--- config.mk ---
export PLATFORM = sky130hd
export DESIGN_NAME = mem_cmd_port_gen_flat
export DESIGN_NICKNAME = d
export VERILOG_FILES = /design/src/rtl/mem_cmd_port_gen_if.sv /design/src/rtl/mem_cmd_port_gen.sv /design/src/flat_wrapper.sv
export SDC_FILE = /design/constraint.sdc
export NUM_CORES = 1
export LEC_CHECK = 0
export CORE_ASPECT_RATIO = 1.4
export CORE_MARGIN = 1.5
export CORE_UTILIZATION = 53
export CTS_CLUSTER_SIZE = 12
export DETAILED_ROUTE_END_ITERATION = 12
export PLACE_DENSITY = 0.86
export SYNTH_ARGS = -nofsm -noshare
export SYNTH_HDL_FRONTEND = slang
export SYNTH_SLANG_ARGS = --single-unit
--- constraint.sdc ---
create_clock -name clk -period 3.55 [get_ports clk]
set_input_delay 1.065 -clock clk [delete_from_list [all_inputs] [get_ports clk]]
set_output_delay 1.065 -clock clk [all_outputs]
set_load 0.02 [all_outputs]
--- src/rtl/mem_cmd_port_gen_if.sv ---
// Bundle of NoC, descriptor, stream and ack-bus signals for the memory port.
// master = the command port, slave = its environment (NoC, FSM, ack bus).
interface mem_cmd_port_gen_if #(
    parameter int ADDR_W = 24,
    parameter int LEN_W  = 9
);
    logic              in_bus_valid;
    logic [7:0]        in_bus_data;
    logic              out_bus_ready;
    logic              out_bus_valid;
    logic [7:0]        out_bus_data;
    logic              in_bus_ready;
    logic              fsm_cmd_valid;
    logic              fsm_cmd_ready;
    logic              fsm_rw;
    logic              fsm_enc;
    logic [ADDR_W-1:0] fsm_addr;
    logic [LEN_W-1:0]  fsm_len;
    logic              wr_valid;
    logic              wr_ready;
    logic [7:0]        wr_data;
    logic              rd_valid;
    logic              rd_ready;
    logic [7:0]        rd_data;
    logic              fsm_done;
    logic              in_ack_valid;
    logic [1:0]        in_ack_src;
    logic              in_ack_grant;
    logic              out_ack_req;
    logic [1:0]        out_ack_id;
    logic              busy;
    logic              err;

    modport master (
        input  in_bus_valid, in_bus_data, in_bus_ready,
        input  fsm_cmd_ready, wr_ready, rd_valid, rd_data,
        input  fsm_done, in_ack_valid, in_ack_src, in_ack_grant,
        output out_bus_ready, out_bus_valid, out_bus_data,
        output fsm_cmd_valid, fsm_rw, fsm_enc, fsm_addr, fsm_len,
        output wr_valid, wr_data, rd_ready,
        output out_ack_req, out_ack_id, busy, err
    );

    modport slave (
        output in_bus_valid, in_bus_data, in_bus_ready,
        output fsm_cmd_ready, wr_ready, rd_valid, rd_data,
        output fsm_done, in_ack_valid, in_ack_src, in_ack_grant,
        input  out_bus_ready, out_bus_valid, out_bus_data,
        input  fsm_cmd_valid, fsm_rw, fsm_enc, fsm_addr, fsm_len,
        input  wr_valid, wr_data, rd_ready,
        input  out_ack_req, out_ack_id, busy, err
    );
endinterface

--- src/rtl/mem_cmd_port_gen.sv ---
// Memory-side NoC command port: header/address decode, descriptor issue,
// zero-latency payload passthrough, ack closing with receive watchdog.
module mem_cmd_port_gen #(
    parameter int         ADDR_BYTES  = 3,
    parameter int         LEN_W       = 9,
    parameter logic [1:0] MEM_ID      = 2'd0,
    parameter logic [1:0] SHA_ID      = 2'd1,
    parameter logic [1:0] AES_ID      = 2'd2,
    parameter logic [1:0] CTRL_ID     = 2'd3,
    parameter int         KEY_BEATS   = 32,
    parameter int         SHA_BEATS   = 32,
    parameter int         AES_BEATS   = 16,
    parameter int         ACK_TIMEOUT = 1024
) (
    input logic              clk,
    input logic              rst_n,
    mem_cmd_port_gen_if.master bus
);
    localparam int ADDR_W = 8 * ADDR_BYTES;
    localparam int IDX_W  = (ADDR_BYTES > 1) ? $clog2(ADDR_BYTES) : 1;
    localparam int WD_W   = $clog2(ACK_TIMEOUT + 1);

    localparam logic [1:0] OP_KEY  = 2'd0;
    localparam logic [1:0] OP_TEXT = 2'd1;
    localparam logic [1:0] OP_WR   = 2'd2;
    localparam logic [1:0] OP_HASH = 2'd3;

    typedef enum logic [2:0] {
        S_IDLE,
        S_ADDR,
        S_ISSUE,
        S_WDATA,
        S_WDONE,
        S_RDATA,
        S_ACK_RX,
        S_ACK_TX
    } state_t;

    state_t            state;
    logic [IDX_W-1:0]  idx;
    logic [LEN_W-1:0]  cnt;
    logic [WD_W-1:0]   wd;
    logic [ADDR_W-1:0] addr_q;
    logic [LEN_W-1:0]  len_q;
    logic              rw_q;
    logic              enc_q;
    logic [1:0]        src_q;
    logic [7:0]        hdr_q;
    logic [1:0]        ack_id_q;
    logic              err_q;

    logic [1:0]        h_dest;
    logic [1:0]        h_src;
    logic [1:0]        h_op;
    logic              hdr_take;
    logic [LEN_W-1:0]  hdr_len;
    logic              wr_hs;
    logic              rd_hs;
    logic              ack_hit;
    logic              last_beat;
    logic              wd_exp;

    assign h_dest    = bus.in_bus_data[5:4];
    assign h_src     = bus.in_bus_data[3:2];
    assign h_op      = bus.in_bus_data[1:0];
    assign hdr_take  = (h_dest == MEM_ID) && (h_op != OP_HASH);
    assign wr_hs     = (state == S_WDATA) && bus.in_bus_valid
                       && bus.wr_ready;
    assign rd_hs     = (state == S_RDATA) && bus.rd_valid
                       && bus.in_bus_ready;
    assign ack_hit   = bus.in_ack_valid && (bus.in_ack_src == src_q);
    assign last_beat = (cnt == len_q - LEN_W'(1));
    assign wd_exp    = (wd == WD_W'(ACK_TIMEOUT - 1));

    // Beat count implied by the header being presented
    always_comb begin
        hdr_len = '0;
        unique case (1'b1)
            (h_op == OP_KEY):
                hdr_len = LEN_W'(KEY_BEATS);
            ((h_op == OP_TEXT) || (h_op == OP_WR)) && (h_src == SHA_ID):
                hdr_len = LEN_W'(SHA_BEATS);
            ((h_op == OP_TEXT) || (h_op == OP_WR)) && (h_src == AES_ID):
                hdr_len = LEN_W'(AES_BEATS);
            default: hdr_len = '0;
        endcase
    end

    // Transaction FSM with captured command fields, counters and err pulse
    always_ff @(posedge clk or negedge rst_n) begin
        if (!rst_n) begin
            state    <= S_IDLE;
            idx      <= '0;
            cnt      <= '0;
            wd       <= '0;
            addr_q   <= '0;
            len_q    <= '0;
            rw_q     <= 1'b0;
            enc_q    <= 1'b0;
            src_q    <= 2'd0;
            hdr_q    <= 8'd0;
            ack_id_q <= 2'd0;
            err_q    <= 1'b0;
        end else begin
            err_q <= 1'b0;
            case (state)
                S_IDLE: begin
                    if (bus.in_bus_valid && hdr_take) begin
                        hdr_q <= bus.in_bus_data;
                        rw_q  <= (h_op != OP_WR);
                        enc_q <= bus.in_bus_data[7];
                        src_q <= h_src;
                        len_q <= hdr_len;
                        idx   <= '0;
                        state <= S_ADDR;
                    end
                end
                S_ADDR: begin
                    if (bus.in_bus_valid) begin
                        addr_q[idx*8 +: 8] <= bus.in_bus_data;
                        if (idx == IDX_W'(ADDR_BYTES - 1)) begin
                            if (len_q == '0) begin
                                err_q <= 1'b1;
                                state <= S_IDLE;
                            end else begin
                                state <= S_ISSUE;
                            end
                        end else begin
                            idx <= idx + IDX_W'(1);
                        end
                    end
                end
                S_ISSUE: begin
                    if (bus.fsm_cmd_ready) begin
                        cnt   <= '0;
                        state <= rw_q ? S_RDATA : S_WDATA;
                    end
                end
                S_WDATA: begin
                    if (wr_hs) begin
                        cnt <= cnt + LEN_W'(1);
                        if (last_beat) begin
                            state <= S_WDONE;
                        end
                    end
                end
                S_WDONE: begin
                    if (bus.fsm_done) begin
                        ack_id_q <= CTRL_ID;
                        state    <= S_ACK_TX;
                    end
                end
                S_RDATA: begin
                    if (rd_hs) begin
                        cnt <= cnt + LEN_W'(1);
                        if (last_beat) begin
                            wd    <= '0;
                            state <= S_ACK_RX;
                        end
                    end
                end
                S_ACK_RX: begin
                    if (ack_hit) begin
                        ack_id_q <= CTRL_ID;
                        state    <= S_ACK_TX;
                    end else if (wd_exp) begin
                        err_q    <= 1'b1;
                        ack_id_q <= CTRL_ID;
                        state    <= S_ACK_TX;
                    end else begin
                        wd <= wd + WD_W'(1);
                    end
                end
                S_ACK_TX: begin
                    if (bus.in_ack_grant) begin
                        state <= S_IDLE;
                    end
                end
                default: state <= S_IDLE;
            endcase
        end
    end

    // Moore control decodes plus combinational stream passthrough
    always_comb begin
        bus.out_bus_ready = 1'b0;
        bus.out_bus_valid = 1'b0;
        bus.out_bus_data  = hdr_q;
        bus.wr_valid      = 1'b0;
        bus.wr_data       = hdr_q;
        bus.rd_ready      = 1'b0;
        bus.fsm_cmd_valid = 1'b0;
        bus.out_ack_req   = 1'b0;
        case (state)
            S_IDLE:  bus.out_bus_ready = 1'b1;
            S_ADDR:  bus.out_bus_ready = 1'b1;
            S_ISSUE: bus.fsm_cmd_valid = 1'b1;
            S_WDATA: begin
                bus.wr_valid      = bus.in_bus_valid;
                bus.wr_data       = bus.in_bus_data;
                bus.out_bus_ready = bus.wr_ready;
            end
            S_RDATA: begin
                bus.out_bus_valid = bus.rd_valid;
                bus.out_bus_data  = bus.rd_data;
                bus.rd_ready      = bus.in_bus_ready;
            end
            S_ACK_TX: bus.out_ack_req = 1'b1;
            default: ;
        endcase
    end

    assign bus.fsm_rw     = rw_q;
    assign bus.fsm_enc    = enc_q;
    assign bus.fsm_addr   = addr_q;
    assign bus.fsm_len    = len_q;
    assign bus.out_ack_id = ack_id_q;
    assign bus.busy       = (state != S_IDLE);
    assign bus.err        = err_q;
endmodule
--- src/flat_wrapper.sv ---
// flat-port wrapper written by rule: the top's interface ports become plain ports
module mem_cmd_port_gen_flat 
#(
    parameter int         ADDR_BYTES  = 3,
    parameter int         LEN_W       = 9,
    parameter logic [1:0] MEM_ID      = 2'd0,
    parameter logic [1:0] SHA_ID      = 2'd1,
    parameter logic [1:0] AES_ID      = 2'd2,
    parameter logic [1:0] CTRL_ID     = 2'd3,
    parameter int         KEY_BEATS   = 32,
    parameter int         SHA_BEATS   = 32,
    parameter int         AES_BEATS   = 16,
    parameter int         ACK_TIMEOUT = 1024
)
  (clk, rst_n, bus_in_bus_valid, bus_in_bus_data, bus_in_bus_ready, bus_fsm_cmd_ready, bus_wr_ready, bus_rd_valid, bus_rd_data, bus_fsm_done, bus_in_ack_valid, bus_in_ack_src, bus_in_ack_grant, bus_out_bus_ready, bus_out_bus_valid, bus_out_bus_data, bus_fsm_cmd_valid, bus_fsm_rw, bus_fsm_enc, bus_fsm_addr, bus_fsm_len, bus_wr_valid, bus_wr_data, bus_rd_ready, bus_out_ack_req, bus_out_ack_id, bus_busy, bus_err);
  mem_cmd_port_gen_if #(.LEN_W(LEN_W)) bus_i ();
  input logic clk;
  input logic rst_n;
  input wire logic [$bits(bus_i.in_bus_valid)-1:0] bus_in_bus_valid;
  input wire logic [$bits(bus_i.in_bus_data)-1:0] bus_in_bus_data;
  input wire logic [$bits(bus_i.in_bus_ready)-1:0] bus_in_bus_ready;
  input wire logic [$bits(bus_i.fsm_cmd_ready)-1:0] bus_fsm_cmd_ready;
  input wire logic [$bits(bus_i.wr_ready)-1:0] bus_wr_ready;
  input wire logic [$bits(bus_i.rd_valid)-1:0] bus_rd_valid;
  input wire logic [$bits(bus_i.rd_data)-1:0] bus_rd_data;
  input wire logic [$bits(bus_i.fsm_done)-1:0] bus_fsm_done;
  input wire logic [$bits(bus_i.in_ack_valid)-1:0] bus_in_ack_valid;
  input wire logic [$bits(bus_i.in_ack_src)-1:0] bus_in_ack_src;
  input wire logic [$bits(bus_i.in_ack_grant)-1:0] bus_in_ack_grant;
  output wire logic [$bits(bus_i.out_bus_ready)-1:0] bus_out_bus_ready;
  output wire logic [$bits(bus_i.out_bus_valid)-1:0] bus_out_bus_valid;
  output wire logic [$bits(bus_i.out_bus_data)-1:0] bus_out_bus_data;
  output wire logic [$bits(bus_i.fsm_cmd_valid)-1:0] bus_fsm_cmd_valid;
  output wire logic [$bits(bus_i.fsm_rw)-1:0] bus_fsm_rw;
  output wire logic [$bits(bus_i.fsm_enc)-1:0] bus_fsm_enc;
  output wire logic [$bits(bus_i.fsm_addr)-1:0] bus_fsm_addr;
  output wire logic [$bits(bus_i.fsm_len)-1:0] bus_fsm_len;
  output wire logic [$bits(bus_i.wr_valid)-1:0] bus_wr_valid;
  output wire logic [$bits(bus_i.wr_data)-1:0] bus_wr_data;
  output wire logic [$bits(bus_i.rd_ready)-1:0] bus_rd_ready;
  output wire logic [$bits(bus_i.out_ack_req)-1:0] bus_out_ack_req;
  output wire logic [$bits(bus_i.out_ack_id)-1:0] bus_out_ack_id;
  output wire logic [$bits(bus_i.busy)-1:0] bus_busy;
  output wire logic [$bits(bus_i.err)-1:0] bus_err;
  assign bus_i.in_bus_valid = bus_in_bus_valid;
  assign bus_i.in_bus_data = bus_in_bus_data;
  assign bus_i.in_bus_ready = bus_in_bus_ready;
  assign bus_i.fsm_cmd_ready = bus_fsm_cmd_ready;
  assign bus_i.wr_ready = bus_wr_ready;
  assign bus_i.rd_valid = bus_rd_valid;
  assign bus_i.rd_data = bus_rd_data;
  assign bus_i.fsm_done = bus_fsm_done;
  assign bus_i.in_ack_valid = bus_in_ack_valid;
  assign bus_i.in_ack_src = bus_in_ack_src;
  assign bus_i.in_ack_grant = bus_in_ack_grant;
  assign bus_out_bus_ready = bus_i.out_bus_ready;
  assign bus_out_bus_valid = bus_i.out_bus_valid;
  assign bus_out_bus_data = bus_i.out_bus_data;
  assign bus_fsm_cmd_valid = bus_i.fsm_cmd_valid;
  assign bus_fsm_rw = bus_i.fsm_rw;
  assign bus_fsm_enc = bus_i.fsm_enc;
  assign bus_fsm_addr = bus_i.fsm_addr;
  assign bus_fsm_len = bus_i.fsm_len;
  assign bus_wr_valid = bus_i.wr_valid;
  assign bus_wr_data = bus_i.wr_data;
  assign bus_rd_ready = bus_i.rd_ready;
  assign bus_out_ack_req = bus_i.out_ack_req;
  assign bus_out_ack_id = bus_i.out_ack_id;
  assign bus_busy = bus_i.busy;
  assign bus_err = bus_i.err;
  mem_cmd_port_gen #(.ADDR_BYTES(ADDR_BYTES), .LEN_W(LEN_W), .MEM_ID(MEM_ID), .SHA_ID(SHA_ID), .AES_ID(AES_ID), .CTRL_ID(CTRL_ID), .KEY_BEATS(KEY_BEATS), .SHA_BEATS(SHA_BEATS), .AES_BEATS(AES_BEATS), .ACK_TIMEOUT(ACK_TIMEOUT)) u_core (.clk(clk), .rst_n(rst_n), .bus(bus_i));
endmodule
Word-level counts from Yosys, hierarchy flattened
Index checks and enable logic that the tools add are counted.

cells by class
  add/sub/neg operators = 5
  equality and inequality tests = 31
  shifts and indexed selects = 2
  multiplexer cells = 48
  reduce and logical (&&, ||, !) cells = 28

operator list
  kind                     count
  $mux 11                  4
  $mux 3                   13
  $neg 5->34               1
  $shift 8x34->24 const A  1
  $shiftx 8x34->24         1
  $mux 9                   3
  $pmux 9 s3               1
  $bwmux 24                1
  $pmux 3 s8               1
  $pmux 11 s2              1
  $ne 2x2->1 const B       9
  $mux 8                   2
  $mux 2                   7
  $eq 3x3->1 const B       4
  $ne 2x1->1 const B       6
  $pmux 6 s2               1
  $add 11x1->11 const B    1
  $eq 11x10->1 const B     1
  $reduce_and 11->1        1
  $mux 1                   10
  $add 9x1->9 const B      1
  $eq 9x9->1               1
  $logic_and 1x1->1        9
  $logic_not 9->1          1
  other kinds (20)         33

word-level totals
  register bits after elaboration = 73
  word-level logic and storage cells = 126

Longest topological paths before layout
  depth after elaboration = 5
  gate-level depth with buffers = 8
  depth with buffers taken out = 7

Least setup slack after synthesis
Ideal clock, no wire load.

  path kind = input port to output port
  from = input bus_in_bus_data[0]
  to = output bus_wr_data[0]
  arrival time = 1.612 ns
  data required time = 2.485 ns
  path slack = 0.873 ns
  cell stages on the path = 2
  buffers on the path = 0
  cell sequence = inv_1 -> o21ai_0

on the way
  longest elaborated chain between the ends = 1

ends and longest elaborated chain
  element          RTL line                 source
  start, declared  flat_wrapper.sv:20       input wire logic [$bits(bus_i.in_bus_data)-1:0] bus_in_bus_data;
  $mux 8           mem_cmd_port_gen.sv:194  case (state)
  end, declared    flat_wrapper.sv:39       output wire logic [$bits(bus_i.wr_data)-1:0] bus_wr_data;

No other way between the ends.

Final worst setup path
  from = input bus_in_bus_data[4]
  to = output bus_wr_data[4]

Same word-level chain as after synthesis.

==> reports/metrics.cfg <==
[finish]
fill_cells = 446
post-route-util_pct = 72.5
area_delta_synth_final_pct = 32.1
n_antenna_cell = 0
layout.area.seq_um2 = 1550
drive_gt1_share_pct = 11.9
nets = 505
multiInputGateArea_um2 = 1710

[clocking]
path_clk_slew_ps = 70
clk_latency_ps = 340
cts_tree = done
clockBufferDepth = 2
clock_sinks = 62
cts_inserted_buffers = 9
cts-root-buf = clkbuf_8
htreeDepth = 3
cts_setup_buffers = 0

[route]
wire_per_inst_um = 17.4
route.detailed.drc = 0
post_drt_via_cell_ratio = 5.96
first_iter_violations = 316
drtAntennaViolNets = 0
wirelength_mm = 9.42
drt_first_pass_iters = 5
vias = 3236

[timing]
clock-skew-final_ps = 6.85
relSlewSlack_pct = 30.3
tightest_slew_ps = 1040
hold_viol = 0
setup-violations-final = 0
max_freq_ghz = 0.290
rsz0062_at_grt = false
drv_slew = 0
post-route-period-util_pct = 97.1
period_minus_slack_ps = 3450

[synthesis]
syn_area_um2 = 3430
synthArstFlopShare_pct = 100
synth_edf_count = 0
synth_top_area_share_pct = 45.2
synth_cell_types = 53
synth_commonest_cells = 70 x nand2_1, 62 x dfrtp_1, 48 x o21ai_0
synth_ff_type = dfrtp_1
yosysTopAreaCell = dfrtp_1
ys_warn_count = 0
netlist_top_cells_area = dfrtp_1 45%, nand2_1 7.7%, o21ai_0 7.0%
ys_ff_latch = 62
syn_area_per_cell_um2 = 9.18
netlist_instances = 374
synth_seq_area_share_pct = 45.2
yosysMostFrequentCell = nand2_1

[placement]
place_hpwl_mm = 6.84
io_buffers = 81
routabilityCongestion = 0.855

[setup_path]
timing.critical_path.buf_inv = 2
crit_required_ps = 2480
startpoint_type = input pin
worstPathMaxFanout = 2
reg2reg_to = u_core.wd[6]$_DFFE_PN0P_
cpMostUsedCell = clkdlybuf4s50_1
endpoint_kind = output port
r2r-start = u_core.bus.fsm_len[4]$_DFFE_PN0P_
crit_type = in -> out
slowest_delay_ps = 590
reg2reg_depth = 7
critPathTopFamily = buffers and inverters
crit_chain = clkdlybuf4s50_1, mux2_2, clkdlybuf4s50_1
cp_slowest_cell = clkdlybuf4s50_1
cp.arrival_ps = 2380
rrSetupSlack_ps = 1110

[power]
p_total_mw = 3.47
leakagePower_nw = 2.01
p_clk_share_pct = 15.9
internal-power_mw = 2.03
power.switching_mw = 1.45
powerDensity_nw_per_um2 = 766
combPwrFrac_pct = 52.7
ir_drop_v = 0.000592
sw_frac_of_total_pct = 41.7
seq_power_share_pct = 31.5

[global_routing]
antenna_found_initial = 0
groute.usage.overall_pct = 28.5
grt-ovfl-total = 0
grt_pass1_vias = 3167
grt_max_degree = 26
grt_pass1_wl_mm = 15.6

[worst_hold_path]
hold_start = u_core.bus.fsm_addr[2]$_DFFE_PN0P_
hold_end = u_core.bus.fsm_addr[2]$_DFFE_PN0P_
hp-class = reg -> reg
hold_path_depth = 2

[floorplan]
dieWidth_um = 71.0
core-area_um2 = 6250
dieArea_um2 = 6980
dieHeight_um = 98.2
initial_utilization_pct = 54.9
std_cell_rows = 34
top_level_ports = 89

[status]
status = finished, final reports clean

[flow_run]
drv_cap = 0

power groups by stage:
stage | logic [mW] | clock network (mW) | registers, mW
detailed placement | 1.82 | 0 | 1.09
global route | 1.97 | 0.581 | 1.12
CTS | 1.83 | 0.555 | 1.09
finish | 1.83 | 0.552 | 1.09
global placement | 1.77 | 0 | 1.08
floorplan | 0.961 | 0 | 1.20
flip-flops by register name, summed over array words and instances, names as in the netlist:
register	count
u_core.state	3
u_core.bus.fsm_addr	24
u_core.hdr_q	7
u_core.bus.fsm_len	2
u_core.idx	2
u_core.bus.fsm_enc	1
u_core.cnt	9
u_core.bus.err	1
u_core.wd	11
u_core.bus.out_ack_id	1
u_core.bus.fsm_rw	1
cells in the final DEF, fill, tap and decap left out, types with 3 or more instances in the layout:
cell	Yosys	final
ha_1	10	10
nor2_1	12	12
dfrtp_1	62	62
nand4_1	4	4
o31ai_1	6	6
mux2_2	18	18
nor3_1	4	4
clkdlybuf4s50_1	0	77
nor2b_1	4	4
a31oi_1	8	8
clkbuf_8	0	11
buf_4	9	20
and3_1	4	4
conb_1	1	7
o31a_1	3	3
a21oi_1	7	7
nand2_1	70	69
o21ai_0	48	48
nor3b_1	5	5
nor4_1	3	3
nand2b_1	7	7
inv_1	16	16
and2_1	4	4
a22o_1	4	4
clkbuf_1	11	3
nand3_1	9	9
stage by stage:
step	setup TNS [ps]	worst slack [ps]	hold slack, ps	instance area (um^2)	instances
3_3_place_gp	-12.7	-12.7	461	4360	528
4_1_cts	0	31.4	483	4530	543
5_1_grt	0	41.3	516	4540	543
2_1_floorplan	0	873	448	3460	380
3_5_place_dp	-6.81	-6.81	469	4360	528
6_report	0	103	483	4540	543
repair_timing:
| action | 4_1_cts | 5_1_grt |
|---|---|---|
| hold buffers | 0 | 0 |
| resized for setup | 1 | 3 |
| setup endpoints to repair | 1 | 3 |
cell families (layout without fill, tap and decap cells):
group           Yosys count  count (layout)  synth area share (%)
mux                      18              18                  5.90
fa+ha+maj                10              10                  3.64
xor+xnor                  4               4                  1.02
flops                    62              62                  45.2
other cells               1               7                 0.109
buf+inv                  41             132                  5.83
simple gates            136             136                  18.9
compound gates          102             102                  19.4
final cells by class:
cell class	count	area share, %
clock buffer	14	3.59
clock inverter	1	0.110
inverter	16	1.32
multi-input combinational	277	37.6
sequential	62	34.2
tap	72	1.99
timing repair buffer	101	21.2
how the worst max path moves through the flow:
stage / start / endpoint / slack [ps] / depth (start not counted)
after floorplan: bus_in_bus_data[0] / bus_wr_data[0] / 870 / 2
after global placement: bus_in_bus_data[1] / bus_wr_data[1] / -10 / 4
after global routing: bus_wr_ready / bus_out_bus_ready / 40 / 4
after CTS: bus_in_bus_data[0] / bus_wr_data[0] / 30 / 4
after detailed placement: bus_in_bus_data[1] / bus_wr_data[1] / -7 / 4
final: bus_in_bus_data[4] / bus_wr_data[4] / 100 / 3
worst register-to-register path, delay by kind of cell (launching register included):
kind	cells	cell delay (ps)
adders and majority gates	1	230
and+or+nand+nor	2	590
DFF	1	410
buffers and inverters	1	60
AOI/OAI and AO/OA	3	1040
layer usage:
metal | vias to the layer above | global-route usage (%) | routed length (um)
met2 | 159 | 46.9 | 4640
met5 | - | 0 | 0
met1 | 1553 | 33.8 | 3550
li1 | 1493 | - | -
met4 | 0 | 14.5 | 406
met3 | 31 | 7.95 | 822
Note: power is estimated with default switching activity, not from simulation.
